===== src/rtl/instr_encoder_if.sv =====
// Request/response bundle for the RV32I immediate encoder.
// Master drives requests and consumes results; slave is the encoder.
interface instr_encoder_if;
  logic        in_valid;
  logic        in_ready;
  logic [2:0]  immsrc;
  logic [31:0] base;
  logic [31:0] imm;
  logic        out_valid;
  logic        out_ready;
  logic [31:0] instr;
  logic        range_err;

  modport master (
    output in_valid, immsrc, base, imm, out_ready,
    input  in_ready, out_valid, instr, range_err
  );

  modport slave (
    input  in_valid, immsrc, base, imm, out_ready,
    output in_ready, out_valid, instr, range_err
  );
endinterface


===== src/rtl/instr_encoder.sv =====
// Merges an immediate into an RV32I template; LI expands to LUI+ADDI.
// Optional range check enabled by macro INSTR_ENCODER_RANGE_CHECK_EN.
module instr_encoder (
  input  logic                 clk,
  input  logic                 reset,
  instr_encoder_if.slave       bus
);

  typedef enum logic {IDLE, LI_LO} state_e;

  localparam logic [2:0] SRC_I  = 3'b000;
  localparam logic [2:0] SRC_S  = 3'b001;
  localparam logic [2:0] SRC_B  = 3'b010;
  localparam logic [2:0] SRC_U  = 3'b011;
  localparam logic [2:0] SRC_J  = 3'b100;
  localparam logic [2:0] SRC_LI = 3'b101;

  localparam logic [6:0] OP_IMM = 7'b0010011;
  localparam logic [6:0] OP_LUI = 7'b0110111;

  state_e      state_q;
  logic        valid_q;
  logic [31:0] instr_q;
  logic [31:0] lo_q;

  logic [31:0] enc_d;
  logic [31:0] lo_d;
  logic        long_d;
  logic [4:0]  rd;
  logic        fits12;
  logic [19:0] lui_hi;
  logic        accept;
  logic        err_d;

  assign rd     = bus.base[11:7];
  assign fits12 = (&bus.imm[31:11]) | ~(|bus.imm[31:11]);
  // Round the upper part so the signed low ADDI restores the value.
  assign lui_hi = bus.imm[31:12] + {19'd0, bus.imm[11]};

  assign bus.in_ready = !reset && state_q == IDLE &&
                        (!valid_q || bus.out_ready);
  assign accept       = bus.in_valid && bus.in_ready;

  // Immediate scatter for each format, plus LI expansion.
  always_comb begin
    enc_d  = bus.base;
    long_d = 1'b0;
    lo_d   = {bus.imm[11:0], rd, 3'b000, rd, OP_IMM};
    unique case (bus.immsrc)
      SRC_I: enc_d = {bus.imm[11:0], bus.base[19:0]};
      SRC_S: enc_d = {bus.imm[11:5], bus.base[24:12],
                      bus.imm[4:0], bus.base[6:0]};
      SRC_B: enc_d = {bus.imm[12], bus.imm[10:5], bus.base[24:12],
                      bus.imm[4:1], bus.imm[11], bus.base[6:0]};
      SRC_U: enc_d = {bus.imm[31:12], bus.base[11:0]};
      SRC_J: enc_d = {bus.imm[20], bus.imm[10:1], bus.imm[11],
                      bus.imm[19:12], bus.base[11:0]};
      SRC_LI: begin
        if (fits12) begin
          enc_d = {bus.imm[11:0], 5'd0, 3'b000, rd, OP_IMM};
        end else begin
          enc_d  = {lui_hi, rd, OP_LUI};
          long_d = 1'b1;
        end
      end
      default: enc_d = bus.base;
    endcase
  end

`ifdef INSTR_ENCODER_RANGE_CHECK_EN
  logic err_q;
  logic fits13;
  logic fits21;

  assign fits13 = (&bus.imm[31:12]) | ~(|bus.imm[31:12]);
  assign fits21 = (&bus.imm[31:20]) | ~(|bus.imm[31:20]);

  // Flag immediates the chosen format cannot represent.
  always_comb begin
    err_d = 1'b0;
    unique case (bus.immsrc)
      SRC_I, SRC_S: err_d = !fits12;
      SRC_B:  err_d = !fits13 || bus.imm[0];
      SRC_U:  err_d = |bus.imm[11:0];
      SRC_J:  err_d = !fits21 || bus.imm[0];
      SRC_LI: err_d = 1'b0;
      default: err_d = 1'b1;
    endcase
  end

  assign bus.range_err = err_q;
`else
  assign err_d         = 1'b0;
  assign bus.range_err = 1'b0;
`endif

  // Output register and LI sequencing FSM.
  always_ff @(posedge clk) begin
    if (reset) begin
      state_q <= IDLE;
      valid_q <= 1'b0;
      instr_q <= '0;
      lo_q    <= '0;
`ifdef INSTR_ENCODER_RANGE_CHECK_EN
      err_q   <= 1'b0;
`endif
    end else begin
      unique case (state_q)
        IDLE: begin
          if (accept) begin
            valid_q <= 1'b1;
            instr_q <= enc_d;
            lo_q    <= lo_d;
`ifdef INSTR_ENCODER_RANGE_CHECK_EN
            err_q   <= err_d;
`endif
            if (long_d) state_q <= LI_LO;
          end else if (bus.out_ready) begin
            valid_q <= 1'b0;
          end
        end
        LI_LO: begin
          if (bus.out_ready) begin
            instr_q <= lo_q;
            state_q <= IDLE;
`ifdef INSTR_ENCODER_RANGE_CHECK_EN
            err_q   <= 1'b0;
`endif
          end
        end
        default: state_q <= IDLE;
      endcase
    end
  end

  assign bus.out_valid = valid_q;
  assign bus.instr     = instr_q;

endmodule


===== src/flat_wrapper.sv =====
// flat-port wrapper written by rule: the top's interface ports become plain ports
module instr_encoder_flat 
  (clk, reset, bus_in_valid, bus_immsrc, bus_base, bus_imm, bus_out_ready, bus_in_ready, bus_out_valid, bus_instr, bus_range_err);
  instr_encoder_if bus_i ();
  input  logic clk;
  input  logic reset;
  input wire logic [$bits(bus_i.in_valid)-1:0] bus_in_valid;
  input wire logic [$bits(bus_i.immsrc)-1:0] bus_immsrc;
  input wire logic [$bits(bus_i.base)-1:0] bus_base;
  input wire logic [$bits(bus_i.imm)-1:0] bus_imm;
  input wire logic [$bits(bus_i.out_ready)-1:0] bus_out_ready;
  output wire logic [$bits(bus_i.in_ready)-1:0] bus_in_ready;
  output wire logic [$bits(bus_i.out_valid)-1:0] bus_out_valid;
  output wire logic [$bits(bus_i.instr)-1:0] bus_instr;
  output wire logic [$bits(bus_i.range_err)-1:0] bus_range_err;
  assign bus_i.in_valid = bus_in_valid;
  assign bus_i.immsrc = bus_immsrc;
  assign bus_i.base = bus_base;
  assign bus_i.imm = bus_imm;
  assign bus_i.out_ready = bus_out_ready;
  assign bus_in_ready = bus_i.in_ready;
  assign bus_out_valid = bus_i.out_valid;
  assign bus_instr = bus_i.instr;
  assign bus_range_err = bus_i.range_err;
  instr_encoder u_core (.clk(clk), .reset(reset), .bus(bus_i));
endmodule

===== config.mk =====
export PLATFORM = sky130hd
export DESIGN_NAME = instr_encoder_flat
export DESIGN_NICKNAME = d
export VERILOG_FILES = /design/src/rtl/instr_encoder_if.sv /design/src/rtl/instr_encoder.sv /design/src/flat_wrapper.sv
export SDC_FILE = /design/constraint.sdc
export NUM_CORES = 1
export LEC_CHECK = 0
export BUFFER_PORTS_ARGS = -buffer_cell sky130_fd_sc_hd__buf_4
export CORE_MARGIN = 3
export CORE_UTILIZATION = 52
export DETAILED_ROUTE_END_ITERATION = 10
export PLACE_DENSITY_LB_ADDON = 0.3
export RECOVER_POWER = 50
export SLEW_MARGIN = 25
export SYNTH_ARGS = -nofsm -noshare
export SYNTH_HDL_FRONTEND = slang
export SYNTH_SLANG_ARGS = --single-unit

===== constraint.sdc =====
create_clock -name clk -period 2.14 [get_ports clk]
set_input_delay 0.214 -clock clk [delete_from_list [all_inputs] [get_ports clk]]
set_output_delay 0.214 -clock clk [all_outputs]
set_load 0.005 [all_outputs]

==> results of run 1 <==
## cells by family (layout without fill, tap and decap cells)
kind of cell | count (synthesis) | count (layout) | share of synthesized area, %
multiplexers | 15 | 15 | 4.545
flip-flops | 52 | 52 | 30.25
adder cells (fa/ha/maj) | 3 | 3 | 1.091
AND/OR/NAND/NOR | 167 | 167 | 23.78
other | 1 | 1 | 0.1090
buffers and inverters | 48 | 142 | 5.745
XOR/XNOR | 18 | 18 | 4.582
AO/OA/AOI/OAI | 155 | 155 | 29.89
## power breakdown
part	internal [W]	switching, W	total (W)
sequential	0.00104	0.0000412	0.00108
clock	0.000383	0.000335	0.000717
combinational	0.000289	0.000323	0.000613
## worst paths after layout
check,start,slack [ns],cells after the start,end
setup reg to reg,u_core.state_q,0.22,5,u_core.bus.instr[3]
hold / removal,bus_base[10],0.11,3,u_core.lo_q[18]
hold reg to reg,u_core.lo_q[28],0.45,2,u_core.lo_q[28]
setup / recovery,u_core.state_q,0.22,5,u_core.bus.instr[3]
## worst max-delay path, cell delays in order, from the launching register on
cell      delay [ns]
dfxtp_1         0.40
nand2b_1        0.22
a211o_1         0.42
clkbuf_1        0.48
nand3_1         0.15
a21oi_1         0.18
## layer usage
metal | track usage, % | share of wire, % | vias to the layer above | routed length [um]
li1 | - | - | 1885 | -
met1 | 40.34 | 41 | 1844 | 4848
met2 | 51.03 | 48 | 215 | 5674
met3 | 4.541 | 8.1 | 33 | 956
met4 | 11.44 | 2.9 | 0 | 344
met5 | 0 | 0 | - | 0
## registers in the layout, summed over array words and instances (netlist names)
signal and count:
u_core.lo_q 18, u_core.bus.instr 32, u_core.bus.out_valid 1, u_core.state_q 1
## stage by stage
| stage | hold WS [ns] | util [%] | setup WS [ns] |
|---|---|---|---|
| 2_1_floorplan | 0.3130 | - | 0.2118 |
| 3_3_place_gp | 0.4126 | 67.87 | 0.06508 |
| 3_5_place_dp | 0.4235 | 67.87 | 0.008797 |
| 4_1_cts | 0.1002 | 69.77 | 0.3292 |
| 5_1_grt | 0.09811 | 69.59 | 0.1091 |
| 6_report | 0.1080 | 69.59 | 0.2232 |
## layout make-up
cell class | count | share of cell area, %
inverters | 8 | 0.6757
well taps | 77 | 2.168
clock buffers | 6 | 1.858
multi-input cells | 359 | 49.97
clock inverters | 2 | 0.8727
flip-flops and latches | 52 | 23.42
repair buffers | 126 | 21.03
## Yosys cell counts (6+ instances only)
cell type | count | area (um2)
nand2_1 | 65 | 244.0
dfxtp_1 | 52 | 1041
a21oi_1 | 40 | 200.2
o21ai_0 | 37 | 185.2
clkbuf_1 | 31 | 116.4
nor2_1 | 23 | 86.33
a22oi_1 | 21 | 157.7
nand3_1 | 21 | 105.1
and3_1 | 13 | 81.33
xnor2_1 | 13 | 113.9
a221oi_1 | 11 | 96.34
mux2i_1 | 10 | 100.1
inv_1 | 8 | 30.03
nand3b_1 | 7 | 52.55
o221ai_1 | 7 | 61.31
o22ai_1 | 7 | 43.79
a22o_1 | 6 | 52.55
a31oi_1 | 6 | 37.54
nand2b_1 | 6 | 37.54
nand4_1 | 6 | 37.54
nor3_1 | 6 | 30.03
==> flow_metrics.env, run 1 <==
export IMPL_outcome="finished, final reports clean"
export IMPL_period_minus_slack_ns=1.917
export IMPL_grt_pass1_vias=3811
export IMPL_die_w_um=87.35
export IMPL_grt_pass1_wl_um=18690
export IMPL_antennaDiodeCount=0
export IMPL_slew_headroom_pct=57.27
export IMPL_setup_viol=0
export IMPL_finalMaxSlewViolations=0
export IMPL_drtIter0Drc=410
export IMPL_clk_insertion_delay_late_ns=0.31
export IMPL_post_cts_buffers=0
export IMPL_rows=29
export IMPL_fin_setup_tns_ns=0
export IMPL_routedWlPerCell_um=18.77
export IMPL_multiInputGateArea_mm2=0.002221
export IMPL_syn_area_mm2=0.003441
export IMPL_max_freq_mhz=521.7
export IMPL_p_leak_nw=1.820
export IMPL_ant_nets=0
export IMPL_power_density_mw_per_mm2=541.5
export IMPL_async_flop_share_pct=0
export IMPL_hp_class="input pin to flip-flop"
export IMPL_antenna_found_initial=0
export IMPL_crit_type="flip-flop to flip-flop"
export IMPL_area_growth_pct=29.16
export IMPL_hold_viol_final=0
export IMPL_nets=626
export IMPL_grt_usage_pct=30.79
export IMPL_drive_gt1_share_pct=26.04
export IMPL_cts_hold_buffers=0
export IMPL_synthFlopType="dfxtp_1"
export IMPL_layout_common_cells="buf_4 (91), nand2_1 (65), dfxtp_1 (52), a21oi_1 (40), o21ai_0 (37)"
export IMPL_die_height_um=87.35
export IMPL_drt_pass1_iter_count=6
export IMPL_post_place_cells=622
export IMPL_vias_per_cell=6.313
export IMPL_drc=0
export IMPL_io_pins=106
export IMPL_grt_start_max_net_pins=32
export IMPL_cts_buffers=5
export IMPL_final_period_utilization_pct=89.57
export IMPL_p_total_w=0.002406
export IMPL_htree_levels=2
export IMPL_postSynthAreaPerCell_um2=7.496
export IMPL_synth_seq_area_share_pct=30.25
export IMPL_cts_resized=0
export IMPL_cts_tree="yes"
export IMPL_root_buffer="clkbuf_8"
export IMPL_synth_edf_count=0
export IMPL_gp_congestion=0.9033
export IMPL_rsz0062_at_grt="no"
export IMPL_hpwl_um=9032
export IMPL_coreArea_mm2=0.006386
export IMPL_synth_nets=533
export IMPL_peakVddDrop_v=0.0005571
export IMPL_cap_viol_max_count=0
export IMPL_num_fill_cells=564
export IMPL_gr_total_overflow=0
export IMPL_required_ns=2.38
export IMPL_synth_cell_types=50
export IMPL_port_buffers=104
export IMPL_post_route_cell_area_mm2=0.004444
export IMPL_final_common_cell="buf_4"
export IMPL_dieArea_mm2=0.007629
export IMPL_place_area_mm2=0.004334
export IMPL_postSynthCellCount=459
export IMPL_synth_seq_cells=52
export IMPL_drt_wl_total_um=11820
export IMPL_end_kind="flip-flop"
export IMPL_crit_arrival_ns=2.15
export IMPL_seq_area_mm2=0.001041
export IMPL_initial_core_util_pct=53.88
export IMPL_clock_skew_ns=0.005318
export IMPL_final_cells=630
export IMPL_clk_pin_slew_ns=0.10
export IMPL_worst_slew_pin_transition_ns=0.6386
export IMPL_crit_path_start_kind="flip-flop"
export IMPL_worstPathMaxFanout=12
export IMPL_yosysWarnings=0
export IMPL_clockBufferDepth=2
export IMPL_via_count=3977
export IMPL_cts_sinks=52
(Power assumes the default switching activity.)
==> run 2, diff against run 1 <==
--- a/config.mk
+++ b/config.mk
@@ -9,7 +9,7 @@
 export CORE_MARGIN = 3
 export CORE_UTILIZATION = 52
 export DETAILED_ROUTE_END_ITERATION = 10
-export PLACE_DENSITY_LB_ADDON = 0.3
+export PLACE_DENSITY = 0.85
 export RECOVER_POWER = 50
 export SLEW_MARGIN = 25
 export SYNTH_ARGS = -nofsm -noshare
==> flow_metrics.env, run 2 (synthesized netlist as in run 1, its figures left out) <==
export IMPL_outcome="finished, final reports clean"
export IMPL_antennaDiodeCount=0
export IMPL_gr_total_overflow=0
export IMPL_rows=29
export IMPL_clockBufferDepth=2
export IMPL_met3_usage_pct=5.109
export IMPL_nets=624
export IMPL_drtIter0Drc=323
export IMPL_cp_slowest_cell="dfxtp_1"
export IMPL_crit_arrival_ns=2.20
export IMPL_top_usage_layer="met2"
export IMPL_peakVddDrop_v=0.0004481
export IMPL_crit_type="flip-flop to flip-flop"
export IMPL_cts_hold_buffers=0
export IMPL_hold_viol_final=0
export IMPL_layout_common_cells="buf_4 (91), nand2_1 (65), dfxtp_1 (52), a21oi_1 (40), o21ai_0 (37)"
export IMPL_fin_setup_tns_ns=0
export IMPL_routedWlPerCell_um=19.47
export IMPL_grt_start_max_net_pins=32
export IMPL_multiInputGateArea_mm2=0.002221
export IMPL_port_buffers=104
export IMPL_intPower_w=0.001672
export IMPL_worstPathMaxFanout=31
export IMPL_cts_buffers=5
export IMPL_worst_slew_pin_transition_ns=0.6225
export IMPL_power_density_mw_per_mm2=539.9
export IMPL_required_ns=2.38
export IMPL_drive_gt1_share_pct=26.32
export IMPL_max_freq_mhz=511.4
export IMPL_grt_util_met2_pct=52.95
export IMPL_final_period_utilization_pct=91.38
export IMPL_largest_register_ffs=32
export IMPL_num_fill_cells=565
export IMPL_end_kind="flip-flop"
export IMPL_hpwl_um=9234
export IMPL_post_cts_buffers=0
export IMPL_rsz0062_at_grt="no"
export IMPL_initial_core_util_pct=53.88
export IMPL_clock_skew_ns=0.003576
export IMPL_final_util_pct=69.38
export IMPL_antenna_found_initial=0
export IMPL_met1_usage_pct=38.93
export IMPL_crit_path_start_kind="flip-flop"
export IMPL_root_buffer="clkbuf_8"
export IMPL_grt_pass1_vias=3767
export IMPL_setup_viol=0
export IMPL_p_sw_w=0.0007205
export IMPL_final_common_cell="buf_4"
export IMPL_p_total_w=0.002392
export IMPL_io_pins=106
export IMPL_power_frac_clock_pct=29.1
export IMPL_clk_insertion_delay_late_ns=0.31
export IMPL_vias_per_cell=6.463
export IMPL_drt_wl_total_um=12230
export IMPL_cts_sinks=52
export IMPL_die_height_um=87.35
export IMPL_switching_share_pct=30.12
export IMPL_finalMaxSlewViolations=0
export IMPL_clk_pin_slew_ns=0.10
export IMPL_ant_nets=0
export IMPL_grt_usage_pct=30.97
export IMPL_dp_slack_ns=-0.03674
export IMPL_gp_congestion=0.9216
export IMPL_die_w_um=87.35
export IMPL_cp_cell_sequence="nand2b_1 -> a211oi_4 -> buf_4 -> nand2_1 -> o22ai_1 -> a21oi_1 -> o21ai_0"
export IMPL_drc=0
export IMPL_p_leak_nw=1.813
export IMPL_seq_power_share_pct=45.1
export IMPL_cpPeakStageDelay_ns=0.44
export IMPL_dieArea_mm2=0.007629
export IMPL_seq_area_mm2=0.001041
export IMPL_layout_setup_ws_ns=0.1844
export IMPL_worst_hold_slack_ns=0.09258
export IMPL_period_minus_slack_ns=1.956
export IMPL_hp_class="input pin to flip-flop"
export IMPL_grt_pass1_wl_um=18660
export IMPL_area_growth_pct=28.76
export IMPL_coreArea_mm2=0.006386
export IMPL_combPwrFrac_pct=25.8
export IMPL_drt_pass1_iter_count=5
export IMPL_via_count=4059
export IMPL_htree_levels=2
export IMPL_slew_headroom_pct=58.06
export IMPL_cts_tree="yes"
export IMPL_cts_resized=0
export IMPL_cap_viol_max_count=0
-- run 2: cell types whose count changed in the layout (fill, tap and decap cells not counted), sizes merged --
cell | previous run | this run
clkbuf | 41 | 38
clkinvlp | 0 | 1
-- run 2: stage by stage --
| step | instances | area, um2 |
|---|---|---|
| after CTS | 628 | 4431 |
| after detailed placement | 620 | 4319 |
| after global placement | 620 | 4319 |
| after global routing | 628 | 4431 |
| after floorplan | 459 | 3441 |
| final | 628 | 4431 |
-- run 2: final cells by class --
| class | instances | area share, % |
|---|---|---|
| clock buffer | 5 | 1.553 |
| clock inverter | 3 | 0.9602 |
| inverter | 8 | 0.6778 |
| multi-input combinational | 359 | 50.13 |
| sequential | 52 | 23.50 |
| tap | 77 | 2.175 |
| timing repair buffer | 124 | 21.01 |
-- run 2: power by group through the flow --
| stage | Clock [W] | Sequential (W) | Combinational [W] |
|---|---|---|---|
| 2_1_floorplan | 0 | 0.00109 | 0.000311 |
| 3_3_place_gp | 0 | 0.00110 | 0.000600 |
| 3_5_place_dp | 0 | 0.00110 | 0.000610 |
| 4_1_cts | 0.000691 | 0.00108 | 0.000613 |
| 5_1_grt | 0.000723 | 0.00108 | 0.000669 |
| 6_report | 0.000695 | 0.00108 | 0.000618 |
-- run 2: path summary, 6_finish.rpt --
check / start / to / slack (ns) / depth (start not counted)
setup reg to reg: u_core.state_q / u_core.bus.instr[30] / 0.18 / 7
hold reg to reg: u_core.lo_q[27] / u_core.lo_q[27] / 0.45 / 2
hold / removal: bus_base[9] / u_core.lo_q[17] / 0.09 / 3
setup / recovery: u_core.state_q / u_core.bus.instr[30] / 0.18 / 7
-- run 2: worst max-delay path: cells and delay by family (launching register included) --
| kind | cells | cell delay [ns] |
|---|---|---|
| simple gates | 2 | 0.44 |
| buf+inv | 1 | 0.38 |
| compound gates | 4 | 0.61 |
| flops | 1 | 0.44 |
-- run 2: layer usage --
metal  share of wire, %  vias up
met2                 49      224
met3                8.2       32
li1                   -     1881
met4                3.0        0
met5                  0        -
met1                 40     1922
==> run 3, diff against run 2 <==
--- a/config.mk
+++ b/config.mk
@@ -5,7 +5,7 @@
 export SDC_FILE = /design/constraint.sdc
 export NUM_CORES = 1
 export LEC_CHECK = 0
-export BUFFER_PORTS_ARGS = -buffer_cell sky130_fd_sc_hd__buf_4
+export BUFFER_PORTS_ARGS = -buffer_cell sky130_fd_sc_hd__clkbuf_2
 export CORE_MARGIN = 3
 export CORE_UTILIZATION = 52
 export DETAILED_ROUTE_END_ITERATION = 10
==> flow_metrics.env, run 3 (synthesized netlist as in run 1, its figures left out) <==
export IMPL_outcome="finished, final reports clean"
export IMPL_top_usage_layer="met2"
export IMPL_via_count=4107
export IMPL_crit_path_start_kind="flip-flop"
export IMPL_cpPeakStageDelay_ns=0.56
export IMPL_drive_gt1_share_pct=24.42
export IMPL_hpwl_um=9348
export IMPL_worst_hold_slack_ns=0.1008
export IMPL_vias_per_cell=6.397
export IMPL_routedWlPerCell_um=18.90
export IMPL_power_density_mw_per_mm2=552.2
export IMPL_holdCritStartpoint="bus_base[9]"
export IMPL_drtIter0Drc=417
export IMPL_cap_viol_max_count=0
export IMPL_peakVddDrop_v=0.0004237
export IMPL_coreArea_mm2=0.006386
export IMPL_startpoint="u_core.state_q"
export IMPL_path_buf_inv=1
export IMPL_final_period_utilization_pct=89.65
export IMPL_post_route_cell_area_mm2=0.004244
export IMPL_cts_resized=0
export IMPL_clockBufferDepth=2
export IMPL_grt_pass1_vias=3817
export IMPL_gp_congestion=0.9485
export IMPL_clock_skew_ns=0.007997
export IMPL_clk_insertion_delay_late_ns=0.31
export IMPL_end_kind="flip-flop"
export IMPL_setup_viol=0
export IMPL_rsz0062_at_grt="no"
export IMPL_grt_usage_pct=31.44
export IMPL_die_height_um=87.35
export IMPL_final_common_cell="clkbuf_2"
export IMPL_cts_hold_buffers=0
export IMPL_period_minus_slack_ns=1.919
export IMPL_met3_usage_pct=4.825
export IMPL_layout_setup_ws_ns=0.2214
export IMPL_cp_slowest_cell="clkbuf_2"
export IMPL_ant_nets=0
export IMPL_initial_core_util_pct=53.88
export IMPL_crit_arrival_ns=2.16
export IMPL_nets=638
export IMPL_max_freq_mhz=521.2
export IMPL_antennaDiodeCount=0
export IMPL_htree_levels=2
export IMPL_grt_pass1_wl_um=19000
export IMPL_antenna_found_initial=0
export IMPL_finalMaxSlewViolations=0
export IMPL_hp_class="input pin to flip-flop"
export IMPL_r2r_start="u_core.state_q"
export IMPL_cts_buffers=5
export IMPL_root_buffer="clkbuf_8"
export IMPL_clk_pin_slew_ns=0.10
export IMPL_drc=0
export IMPL_p_total_w=0.002344
export IMPL_cts_tree="yes"
export IMPL_worst_slew_pin_transition_ns=0.6374
export IMPL_rows=29
export IMPL_gr_total_overflow=0
export IMPL_drt_wl_total_um=12140
export IMPL_dieArea_mm2=0.007629
export IMPL_p_leak_nw=1.755
export IMPL_layout_common_cells="clkbuf_2 (85), nand2_1 (65), dfxtp_1 (52), a21oi_1 (40), o21ai_0 (37)"
export IMPL_slew_headroom_pct=57.51
export IMPL_path_delay_family="compound AO/OA/AOI/OAI gates"
export IMPL_met1_usage_pct=40.84
export IMPL_place_area_mm2=0.004164
export IMPL_post_cts_buffers=0
export IMPL_area_growth_pct=23.35
export IMPL_crit_type="flip-flop to flip-flop"
export IMPL_port_buffers=104
export IMPL_largest_register_ffs=32
export IMPL_required_ns=2.38
export IMPL_dp_slack_ns=-0.001507
export IMPL_cp_cell_sequence="nand2b_1 -> a211oi_4 -> clkbuf_2 -> o21ai_0 -> o21a_1 -> a31oi_1"
export IMPL_cts_sinks=52
export IMPL_io_pins=106
export IMPL_rrSetupSlack_ns=0.22
export IMPL_grt_start_max_net_pins=31
export IMPL_die_w_um=87.35
export IMPL_drt_pass1_iter_count=7
export IMPL_hold_viol_final=0
export IMPL_grt_util_met2_pct=51.37
export IMPL_worstPathMaxFanout=30
-- run 3: cell types whose count changed in the layout (fill, tap and decap cells not counted) --
cell      before  now
clkbuf_4      33    0
clkbuf_1       0   21
buf_4         91   32
clkbuf_2       0   85
-- run 3: final cells by class --
cell class | count | area, um2
multi-input combinational | 359 | 2221
tap | 77 | 96.34
clock buffer | 5 | 68.82
clock inverter | 3 | 42.54
timing repair buffer | 138 | 744.5
inverter | 8 | 30.03
fill | 598 | 2142
sequential | 52 | 1041
-- run 3: report_power, final --
part / internal [W] / switching [W]
Clock: 0.000347 / 0.000340
Sequential: 0.00104 / 0.0000422
Combinational: 0.000243 / 0.000337
-- run 3: per-stage QoR --
stage	setup TNS, ns	utilization [%]	cells
finish	0	66.46	642
global route	0	66.46	642
CTS	0	66.95	642
detailed placement	-0.001507	65.20	634
global placement	0	65.20	634
floorplan	0	-	459
-- run 3: metal layers --
layer	routed length (um)	vias up
met5	0	-
met4	509	0
met3	1139	46
met2	5687	254
met1	4801	1903
li1	-	1904
-- run 3: worst min-delay path, stage by stage --
cell and delay, ns:
clkbuf_2 0.09, nand2_1 0.04, nand2_1 0.04
-- run 3: worst paths after layout --
| path | endpoint | cells past startpoint |
|---|---|---|
| max | u_core.bus.instr[26] | 6 |
| max reg2reg | u_core.bus.instr[26] | 6 |
| min | u_core.lo_q[17] | 3 |
| min reg2reg | u_core.lo_q[27] | 2 |
